`src/rtl/alarma_pkg.sv`:
```
// Shared types and constants for the alarm buzzer driver: FSM state encoding,
// default timing parameters and width helpers.
package alarma_pkg;

  typedef enum logic [2:0] {
    IDLE     = 3'd0,
    ESPERA   = 3'd1,
    PITA_ON  = 3'd2,
    PITA_OFF = 3'd3,
    SILENCIO = 3'd4
  } estado_t;

  localparam int DELAY_CYC_DEF = 8;
  localparam int ON_CYC_DEF    = 4;
  localparam int OFF_CYC_DEF   = 4;
  localparam int MAX_BEEPS_DEF = 6;

  function automatic int max3(input int a, input int b, input int c);
    int m;
    m = (a > b) ? a : b;
    return (m > c) ? m : c;
  endfunction

  // A single-valued range still needs one bit of counter.
  function automatic int cnt_width(input int max_val);
    return (max_val <= 1) ? 1 : $clog2(max_val);
  endfunction

endpackage

```
`src/rtl/contador_ciclos.sv`:
```
// Cycle counter with synchronous clear and a terminal-count compare flag.
module contador_ciclos #(
  parameter int W = 3
) (
  input  logic         clk,
  input  logic         reset,
  input  logic         clr,
  input  logic [W-1:0] term,
  output logic [W-1:0] cnt,
  output logic         fin
);

  always_ff @(posedge clk) begin
    if (reset || clr)
      cnt <= '0;
    else
      cnt <= cnt + W'(1);
  end

  assign fin = (cnt == term);

endmodule

```
`src/rtl/alarma_zumbador.sv`:
```
// Buzzer driver: grace delay on sAlr, bounded on/off beep pattern, silent lockout.
// Optional feature: define ALARMA_ACK_EN to let ack silence an active beep pattern.
module alarma_zumbador
  import alarma_pkg::*;
#(
  parameter int DELAY_CYC = DELAY_CYC_DEF,
  parameter int ON_CYC    = ON_CYC_DEF,
  parameter int OFF_CYC   = OFF_CYC_DEF,
  parameter int MAX_BEEPS = MAX_BEEPS_DEF
) (
  input  logic                           clk,
  input  logic                           reset,
  input  logic                           sAlr,
  input  logic                           ack,
  output logic                           zumbador,
  output logic                           activa,
  output logic [$clog2(MAX_BEEPS+1)-1:0] cuenta_pitidos
);

  localparam int CW = cnt_width(max3(DELAY_CYC, ON_CYC, OFF_CYC));
  localparam int BW = $clog2(MAX_BEEPS + 1);

  estado_t       state;
  estado_t       state_next;
  logic [CW-1:0] cnt;
  logic [CW-1:0] term;
  logic          fin;
  logic          clr;
  logic          ack_eff;
  logic [BW-1:0] cuenta_next;

`ifdef ALARMA_ACK_EN
  assign ack_eff = ack;
`else
  logic unused_ack;
  assign unused_ack = ack;
  assign ack_eff    = 1'b0;
`endif

  always_comb begin
    term = '0;
    case (state)
      ESPERA:   term = CW'(DELAY_CYC - 1);
      PITA_ON:  term = CW'(ON_CYC - 1);
      PITA_OFF: term = CW'(OFF_CYC - 1);
      default:  term = '0;
    endcase
  end

  // The counter restarts whenever the state is about to change.
  assign clr = (state_next != state);

  contador_ciclos #(.W(CW)) u_cnt (
    .clk   (clk),
    .reset (reset),
    .clr   (clr),
    .term  (term),
    .cnt   (cnt),
    .fin   (fin)
  );

  always_comb begin
    state_next = state;
    case (state)
      IDLE:
        if (sAlr) state_next = ESPERA;
      ESPERA:
        if (!sAlr)    state_next = IDLE;
        else if (fin) state_next = PITA_ON;
      PITA_ON:
        if (!sAlr)        state_next = IDLE;
        else if (ack_eff) state_next = SILENCIO;
        else if (fin)     state_next = PITA_OFF;
      PITA_OFF:
        if (!sAlr)        state_next = IDLE;
        else if (ack_eff) state_next = SILENCIO;
        else if (fin)
          state_next = (cuenta_pitidos == BW'(MAX_BEEPS)) ? SILENCIO : PITA_ON;
      SILENCIO:
        if (!sAlr) state_next = IDLE;
      default:
        state_next = IDLE;
    endcase
  end

  always_comb begin
    cuenta_next = cuenta_pitidos;
    if (state_next == IDLE)
      cuenta_next = '0;
    else if (state_next == PITA_ON && state != PITA_ON && cuenta_pitidos != BW'(MAX_BEEPS))
      cuenta_next = cuenta_pitidos + BW'(1);
  end

  always_ff @(posedge clk) begin
    if (reset) begin
      state          <= IDLE;
      zumbador       <= 1'b0;
      activa         <= 1'b0;
      cuenta_pitidos <= '0;
    end else begin
      state          <= state_next;
      zumbador       <= (state_next == PITA_ON);
      activa         <= (state_next != IDLE);
      cuenta_pitidos <= cuenta_next;
    end
  end

endmodule

```
`config.mk`:
```
export PLATFORM = sky130hd
export DESIGN_NAME = alarma_zumbador
export DESIGN_NICKNAME = d
export VERILOG_FILES = /design/src/rtl/alarma_pkg.sv /design/src/rtl/contador_ciclos.sv /design/src/rtl/alarma_zumbador.sv
export SDC_FILE = /design/constraint.sdc
export NUM_CORES = 1
export LEC_CHECK = 0
export BUFFER_PORTS_ARGS = -buffer_cell sky130_fd_sc_hd__buf_2
export CAP_MARGIN = 25
export CORE_AREA = 2 2 39 41
export DETAILED_ROUTE_END_ITERATION = 8
export DIE_AREA = 0 0 41 43
export GPL_TIMING_DRIVEN = 0
export HOLD_SLACK_MARGIN = 0.12
export PLACE_DENSITY = 0.67
export SLEW_MARGIN = 20
export SYNTH_ARGS = -nofsm -noshare
export SYNTH_HDL_FRONTEND = slang
export SYNTH_HIERARCHICAL = 1
export SYNTH_SLANG_ARGS = --single-unit
export TNS_END_PERCENT = 1
```
`constraint.sdc`:
```
create_clock -name clk -period 2.3 [get_ports clk]
set_input_delay 0.23 -clock clk [delete_from_list [all_inputs] [get_ports clk]]
set_output_delay 0.23 -clock clk [all_outputs]
set_load 0.1 [all_outputs]
```
==> flow_metrics.py, run 1 <==
metrics = {
    "yosys": {
        "ys_ff_latch": 11,
        "postSynthCellCount": 60,
        "ys_warn_count": 6,
        "synth_top_area_share_pct": 40.4,
        "syn_avg_cell_area_um2": 9.09,
        "synth_area_leaders": "dfxtp_1 40%, ha_1 6.9%, nor3_2 5.5%",
        "netlist_area_um2": 546,
        "yosys.area.top_type": "dfxtp_1",
        "synth_fp_nets": 67,
        "seq_area_frac_synth_pct": 40.4,
        "ys_types": 26,
    },
    "min_path": {
        "min_from": "reset",
        "holdCritPathClass": "input port to flip-flop",
        "hold_path_depth": 2,
    },
    "power_and_ir_drop": {
        "leakagePower_uw": 0.000259,
        "powerDensity_mw_per_mm2": 628,
        "ir_drop_mv": 0.305,
        "power.total_uw": 391,
    },
    "die": {
        "core_mm2": 0.00138,
        "num_io_pins": 9,
        "rows": 14,
        "die_w_um": 41,
        "start_util_pct": 39.4,
        "die-area_mm2": 0.00176,
        "die_h_um": 43,
    },
    "grt": {
        "grt_max_degree": 9,
        "track_usage_pct": 11.7,
        "grt_pass1_wl_mm": 1.37,
        "grt_pass1_vias": 352,
        "overflow": 0,
        "antenna_found_initial": 0,
    },
    "critical_path": {
        "cpMostUsedCell": "nor2_1",
        "cp-startpoint": "state[0]$_SDFF_PP0_",
        "cpPeakStageDelay_ps": 450,
        "path_max_fanout": 8,
        "cp_data_required_time_ps": 2490,
        "worstRegToRegCells": 7,
        "slowest_stage": "dfxtp_1",
        "reg2reg_from": "state[0]$_SDFF_PP0_",
        "critical_path_class": "flip-flop to flip-flop",
        "path_cells": "nor2_1 -> nor2_1 -> xor2_1 -> nor3_2 -> nand3b_1 -> or3_1 -> a21oi_1",
        "start_kind": "flip-flop",
        "crit_path_end_kind": "flip-flop",
        "arrival_ps": 2180,
    },
    "finish": {
        "drive_gt1_share_pct": 20.0,
        "nFillCells": 137,
        "n_antenna_cell": 0,
        "syn2layout_area_growth_pct": 14.0,
        "final_core_util_pct": 44.9,
        "nNetsFinal": 78,
    },
    "routing": {
        "firstDrtPassIters": 4,
        "met1_length_um": 392,
        "routed_wl_um": 897,
        "wire_per_inst_um": 10.4,
        "wl_met2_um": 454,
        "dr_wl_met3_um": 39,
        "vias": 442,
        "drt-initial-drc-count": 3,
        "drc_errors": 0,
        "ant_nets": 0,
        "routed_via_density": 5.14,
        "topRoutingLayerUsed": "met4",
    },
    "clock_tree": {
        "ctsResizeCount": 0,
        "cts_tree": "built",
        "cts_root_buf": "clkbuf_4",
        "clk_latency_ps": 260,
        "clock_path_buffers": 2,
        "post_cts_buffers": 0,
        "clk_pin_slew_ps": 70,
        "htreeDepth": 1,
        "cts_inserted_buffers": 3,
        "clock-sinks": 11,
        "holdBufCountCts": 0,
    },
    "sta": {
        "finalHoldWorstSlack_ps": 165,
        "period_needed_ps": 1990,
        "fmax_ghz": 0.504,
        "slew_headroom_pct": 68.0,
        "fin_skew_ps": 4.95,
        "setup_viol": 0,
        "tns_ps": 0,
        "rsz0062_at_grt": "false",
        "drv_slew": 0,
        "hold_violations": 0,
        "finalCritPeriodShare_pct": 86.3,
        "worst_pin_slew_ps": 484,
    },
    "place": {
        "place_hpwl_um": 707,
        "port-buffer-count": 6,
        "routabilityCongestion": 0.691,
    },
    "run": {
        "max_cap_viol_count": 0,
    },
    "status": {
        "status": "finished clean",
    },
}
==> worst max-delay path, delay by kind of cell, from the launching register on <==
family | cells | cell delay, ps
DFF | 1 | 450
AOI/OAI and AO/OA | 1 | 170
xor gates and xnor gates | 1 | 110
and+or+nand+nor | 5 | 1180
==> cells in the final DEF, fill, tap and decap left out <==
cell and instances:
nand3b_1 1, nand2b_1 3, or2_1 1, a21oi_1 5, clkbuf_1 1, inv_1 3
and4_1 1, nor3_1 1, ha_1 3, xnor2_1 2, o31ai_1 1, o21ai_0 1
or3_1 1, clkbuf_4 3, nand4_1 1, nor3_2 3, and3b_2 1, and3b_1 1
xor2_1 3, a31o_1 1, a32oi_1 1, dfxtp_1 11, nor2_1 3, buf_2 7
nand2_1 6, nor3b_1 2, nand3_1 2, a31oi_1 1
==> per-layer routing <==
metal	GRT usage, %	up-vias
met1	14.3	200
met5	0	-
met4	4.00	0
met3	7.85	2
li1	-	232
met2	15.9	8
==> worst paths after layout <==
kind,end,slack [ps]
min reg2reg,u_cnt/cnt[0]$_SDFF_PP0_,480
max,cuenta_pitidos[2]$_SDFFE_PP0P_,310
max reg2reg,cuenta_pitidos[2]$_SDFFE_PP0P_,310
min,u_cnt/cnt[2]$_SDFF_PP0_,170
==> cell type report <==
cell class	instances	area, um2	share of cell area, %
multi-input combinational	45	309	49.7
sequential	11	220	35.4
timing repair buffer	6	30.0	4.83
clock buffer	4	26.3	4.23
tap	16	20.0	3.22
inverter	3	11.3	1.81
buffer	1	5.00	0.805
==> state kept, by name, indices dropped and copies added, names as in the netlist <==
signal and count:
u_cnt/cnt 3, zumbador 1, activa 1, state 3, cuenta_pitidos 3
==> cell families after synthesis <==
group,Yosys count,synth area share (%)
flip-flops,11,40.4
AND/OR/NAND/NOR,27,30.5
XOR/XNOR,5,8.03
buffers and inverters,4,2.98
adder cells (fa/ha/maj),3,6.88
AO/OA/AOI/OAI,10,11.2
==> through the flow <==
stage	setup WS (ps)	std cells	cell area (um2)
final	314	86	622
after global routing	157	86	622
after CTS	314	86	622
after detailed placement	320	82	596
after global placement	381	82	596
after floorplan	427	60	546
==> Yosys cell counts <==
master    number
a21oi_1        5
a31o_1         1
a31oi_1        1
a32oi_1        1
and3b_1        1
and3b_2        1
and4_1         1
buf_2          1
dfxtp_1       11
ha_1           3
inv_1          3
nand2_1        6
nand2b_1       3
nand3_1        2
nand3b_1       1
nand4_1        1
nor2_1         3
nor3_1         1
nor3_2         3
nor3b_1        2
o21ai_0        1
o31ai_1        1
or2_1          1
or3_1          1
xnor2_1        2
xor2_1         3
==> report_power, final <==
part / total [uW] / internal [uW] / leakage [uW] / switching [uW]
combinational: 62.2 / 19.6 / 0.000155 / 42.6
sequential: 202 / 197 / 0.0000895 / 5.82
clock: 126 / 67.0 / 0.0000150 / 59.0
total: 391 / 283 / 0.000259 / 107
No activity file was read; power rests on OpenSTA's default activity.
==> run 2: changes to the inputs <==
--- a/config.mk
+++ b/config.mk
@@ -5,7 +5,7 @@
 export SDC_FILE = /design/constraint.sdc
 export NUM_CORES = 1
 export LEC_CHECK = 0
-export BUFFER_PORTS_ARGS = -buffer_cell sky130_fd_sc_hd__buf_2
+export BUFFER_PORTS_ARGS = -buffer_cell sky130_fd_sc_hd__buf_4
 export CAP_MARGIN = 25
 export CORE_AREA = 2 2 39 41
 export DETAILED_ROUTE_END_ITERATION = 8
==> flow_metrics.py, run 2 (same netlist as run 1, synthesis figures left out) <==
metrics = {
    "status": {
        "status": "finished clean",
    },
    "sta": {
        "setup_viol": 0,
        "fin_skew_ps": 4.12,
        "worst_pin_slew_ps": 349,
        "fmax_ghz": 0.510,
        "period_needed_ps": 1960,
        "finalHoldWorstSlack_ps": 156,
        "drv_slew": 0,
        "slew_headroom_pct": 76.6,
        "tns_ps": 0,
        "rsz0062_at_grt": "false",
        "finalCritPeriodShare_pct": 85.2,
        "hold_violations": 0,
    },
    "critical_path": {
        "cp_data_required_time_ps": 2500,
        "reg2reg_from": "state[0]$_SDFF_PP0_",
        "crit_path_end_kind": "flip-flop",
        "start_kind": "flip-flop",
        "cp-startpoint": "state[0]$_SDFF_PP0_",
        "worstRegToRegCells": 7,
        "path_max_fanout": 8,
        "critical_path_class": "flip-flop to flip-flop",
        "arrival_ps": 2160,
    },
    "clock_tree": {
        "cts_tree": "built",
        "clock_path_buffers": 2,
        "ctsResizeCount": 0,
        "post_cts_buffers": 0,
        "clock-sinks": 11,
        "holdBufCountCts": 0,
        "htreeDepth": 1,
        "clk_latency_ps": 260,
        "cts_inserted_buffers": 3,
        "cts_root_buf": "clkbuf_4",
        "clk_pin_slew_ps": 70,
    },
    "min_path": {
        "min_from": "reset",
        "holdCritPathClass": "input port to flip-flop",
        "hold_path_depth": 2,
    },
    "die": {
        "rows": 14,
        "num_io_pins": 9,
        "die-area_mm2": 0.00176,
        "die_h_um": 43,
        "start_util_pct": 39.4,
        "core_mm2": 0.00138,
        "die_w_um": 41,
    },
    "grt": {
        "grt_pass1_wl_mm": 1.44,
        "antenna_found_initial": 0,
        "grt_max_degree": 9,
        "grt_pass1_vias": 337,
        "overflow": 0,
        "track_usage_pct": 12.2,
    },
    "power_and_ir_drop": {
        "power.total_uw": 394,
        "ir_drop_mv": 0.246,
        "powerDensity_mw_per_mm2": 619,
        "leakagePower_uw": 0.000260,
    },
    "routing": {
        "routed_wl_um": 900,
        "drc_errors": 0,
        "firstDrtPassIters": 4,
        "wire_per_inst_um": 10.5,
        "ant_nets": 0,
        "routed_via_density": 4.91,
        "vias": 422,
        "drt-initial-drc-count": 9,
    },
    "finish": {
        "n_antenna_cell": 0,
        "syn2layout_area_growth_pct": 16.7,
        "final_cell_mix": "11 x dfxtp_1, 6 x nand2_1, 6 x buf_4",
        "drive_gt1_share_pct": 20.0,
        "reg_top3": "cuenta_pitidos (3), state (3), u_cnt/cnt (3)",
        "final_common_cell": "dfxtp_1",
        "ff_latch_area_um2": 220,
        "nNetsFinal": 78,
        "nFillCells": 137,
        "multiInputGateArea_um2": 309,
    },
    "place": {
        "port-buffer-count": 6,
        "routabilityCongestion": 0.673,
        "place_hpwl_um": 679,
    },
    "run": {
        "max_cap_viol_count": 0,
    },
}
run 2: cell count changes in the layout (fill, tap and decap cells not counted):
cell   before  now
buf_2       7    1
buf_4       0    6
run 2: per-stage QoR:
step / instances / worst slack (ps) / cell area (um2) / util [%]
2_1_floorplan: 60 / 427 / 546 / -
3_3_place_gp: 82 / 367 / 611 / 44.1
3_5_place_dp: 82 / 368 / 611 / 44.1
4_1_cts: 86 / 359 / 637 / 46.0
5_1_grt: 86 / 92.9 / 637 / 46.0
6_report: 86 / 341 / 637 / 46.0
run 2: path summary, 6_finish.rpt:
kind / slack (ps) / endpoint
worst max-delay path: 340 / cuenta_pitidos[2]$_SDFFE_PP0P_
worst min-delay path: 160 / u_cnt/cnt[2]$_SDFF_PP0_
worst max register to register: 340 / cuenta_pitidos[2]$_SDFFE_PP0P_
worst min register to register: 480 / u_cnt/cnt[0]$_SDFF_PP0_
run 2: final cells by class:
cell class,instances,area share (%)
Multi-Input combinational cell,45,48.5
Sequential cell,11,34.6
Timing Repair Buffer,6,7.07
Clock buffer,4,4.13
Tap cell,16,3.14
Inverter,3,1.77
Buffer,1,0.786
run 2: power breakdown:
part	internal [uW]	switching, uW
sequential	197	6.05
combinational	21.3	42.6
clock	67.0	60.7
run 2: per-layer routing:
layer / GRT usage (%) / vias to the layer above / share of wire [%] / wire [um]
met1: 18.0 / 188 / 53 / 476
met4: 6.00 / 0 / 0 / 0
met3: 6.28 / 0 / 2.3 / 21
met2: 14.1 / 5 / 45 / 402
met5: 0 / - / 0 / 0
li1: - / 229 / - / -
run 2: critical path, cell delays in order, from the launching register on:
cell and delay [ps]:
dfxtp_1 450, nor2_1 110, nor2_1 220, xor2_1 110, nor3_2 350, nand3b_1 150, or3_1 360, a21oi_1 140
==> run 3: changes to the inputs <==
--- a/config.mk
+++ b/config.mk
@@ -13,6 +13,7 @@
 export GPL_TIMING_DRIVEN = 0
 export HOLD_SLACK_MARGIN = 0.12
 export PLACE_DENSITY = 0.67
+export RECOVER_POWER = 25
 export SLEW_MARGIN = 20
 export SYNTH_ARGS = -nofsm -noshare
 export SYNTH_HDL_FRONTEND = slang
==> flow_metrics.py, run 3 (same netlist as run 1, synthesis figures left out) <==
metrics = {
    "power_and_ir_drop": {
        "leakagePower_uw": 0.000248,
        "powerDensity_mw_per_mm2": 628,
        "ir_drop_mv": 0.246,
        "power.total_uw": 393,
    },
    "critical_path": {
        "start_kind": "flip-flop",
        "cp_data_required_time_ps": 2500,
        "critical-path-top-delay-family": "simple AND/OR/NAND/NOR gates",
        "cpPeakStageDelay_ps": 450,
        "path_max_fanout": 8,
        "path_cells": "nor2_1 -> nor2_1 -> xor2_1 -> nor3_2 -> nand3b_1 -> or3_1 -> a21oi_1",
        "arrival_ps": 2160,
        "slowest_stage": "dfxtp_1",
        "crit_buf_inv": 0,
        "critical_path_class": "flip-flop to flip-flop",
        "cpMostUsedCell": "nor2_1",
        "crit_path_end_kind": "flip-flop",
    },
    "finish": {
        "fin_area_um2": 626,
        "syn2layout_area_growth_pct": 14.7,
        "n_antenna_cell": 0,
        "nFillCells": 143,
        "nNetsFinal": 78,
        "final_common_cell": "dfxtp_1",
        "final_core_util_pct": 45.2,
        "final_cell_mix": "11 x dfxtp_1, 6 x nand2_1, 5 x a21oi_1",
        "final_cells": 86,
        "drive_gt1_share_pct": 15.7,
        "reg_top3": "cuenta_pitidos (3), state (3), u_cnt/cnt (3)",
    },
    "clock_tree": {
        "clock-sinks": 11,
        "clock_path_buffers": 2,
        "post_cts_buffers": 0,
        "clk_latency_ps": 260,
        "cts_inserted_buffers": 3,
        "cts_tree": "built",
        "htreeDepth": 1,
        "cts_root_buf": "clkbuf_4",
        "ctsResizeCount": 0,
        "clk_pin_slew_ps": 70,
        "holdBufCountCts": 0,
    },
    "grt": {
        "grt_pass1_wl_mm": 1.44,
        "grtUsageMet3_pct": 6.28,
        "use_met1_pct": 18.0,
        "grt_max_degree": 9,
        "track_usage_pct": 12.2,
        "overflow": 0,
        "met2_usage_pct": 14.1,
        "busiest_layer": "met1",
        "antenna_found_initial": 0,
        "grt_pass1_vias": 337,
    },
    "sta": {
        "fin_skew_ps": 4.12,
        "hold_violations": 0,
        "tns_ps": 0,
        "period_needed_ps": 1960,
        "worst_pin_slew_ps": 1160,
        "slew_headroom_pct": 23.1,
        "rsz0062_at_grt": "false",
        "finalCritPeriodShare_pct": 85.2,
        "drv_slew": 0,
        "fmax_ghz": 0.510,
        "setup_viol": 0,
    },
    "place": {
        "place_inst": 82,
        "port-buffer-count": 6,
        "place_hpwl_um": 679,
        "placed_cell_area_um2": 611,
        "routabilityCongestion": 0.673,
    },
    "routing": {
        "drt-initial-drc-count": 12,
        "wire_per_inst_um": 10.5,
        "ant_nets": 0,
        "routed_wl_um": 902,
        "firstDrtPassIters": 4,
        "routed_via_density": 4.91,
        "drc_errors": 0,
        "vias": 422,
    },
    "die": {
        "num_io_pins": 9,
        "die-area_mm2": 0.00176,
        "core_mm2": 0.00138,
        "die_h_um": 43,
        "rows": 14,
        "die_w_um": 41,
        "start_util_pct": 39.4,
    },
    "run": {
        "max_cap_viol_count": 0,
    },
    "status": {
        "status": "finished clean",
    },
    "min_path": {
        "holdCritPathClass": "input port to flip-flop",
    },
}
run 3: cell count changes in the layout (fill, tap and decap cells not counted), sizes merged:
cell and change:
buf -3, clkbuf +3
run 3: cell type report:
type	count	area, um2	area share, %
tap	16	20.0	3.20
timing repair buffer	6	33.8	5.40
multi-input combinational	45	309	49.4
clock buffer	4	26.3	4.20
buffer	1	5.00	0.800
sequential	11	220	35.2
inverter	3	11.3	1.80
run 3: path summary, 6_finish.rpt:
path	from	endpoint	slack (ps)	cells after the start
max	state[0]$_SDFF_PP0_	cuenta_pitidos[2]$_SDFFE_PP0P_	340	7
min	reset	u_cnt/cnt[2]$_SDFF_PP0_	160	2
max reg2reg	state[0]$_SDFF_PP0_	cuenta_pitidos[2]$_SDFFE_PP0P_	340	7
min reg2reg	u_cnt/cnt[0]$_SDFF_PP0_	u_cnt/cnt[0]$_SDFF_PP0_	480	1
run 3: power breakdown:
part,internal [uW],switching (uW),total [uW],leakage (uW)
Clock,67.0,60.7,128,0.0000150
Combinational,19.8,42.6,62.4,0.000143
Sequential,197,6.01,203,0.0000895
Total,283,109,393,0.000248
run 3: through the flow:
stage | worst slack, ps | hold slack [ps]
after floorplan | 427 | 301
after global placement | 367 | 424
after detailed placement | 368 | 430
after CTS | 359 | 145
after global routing | 92.9 | 136
final | 341 | 156
run 3: per-layer routing:
metal	vias up	wire, um
met5	-	0
met4	0	0
met3	0	23
met2	5	401
met1	188	477
li1	229	-
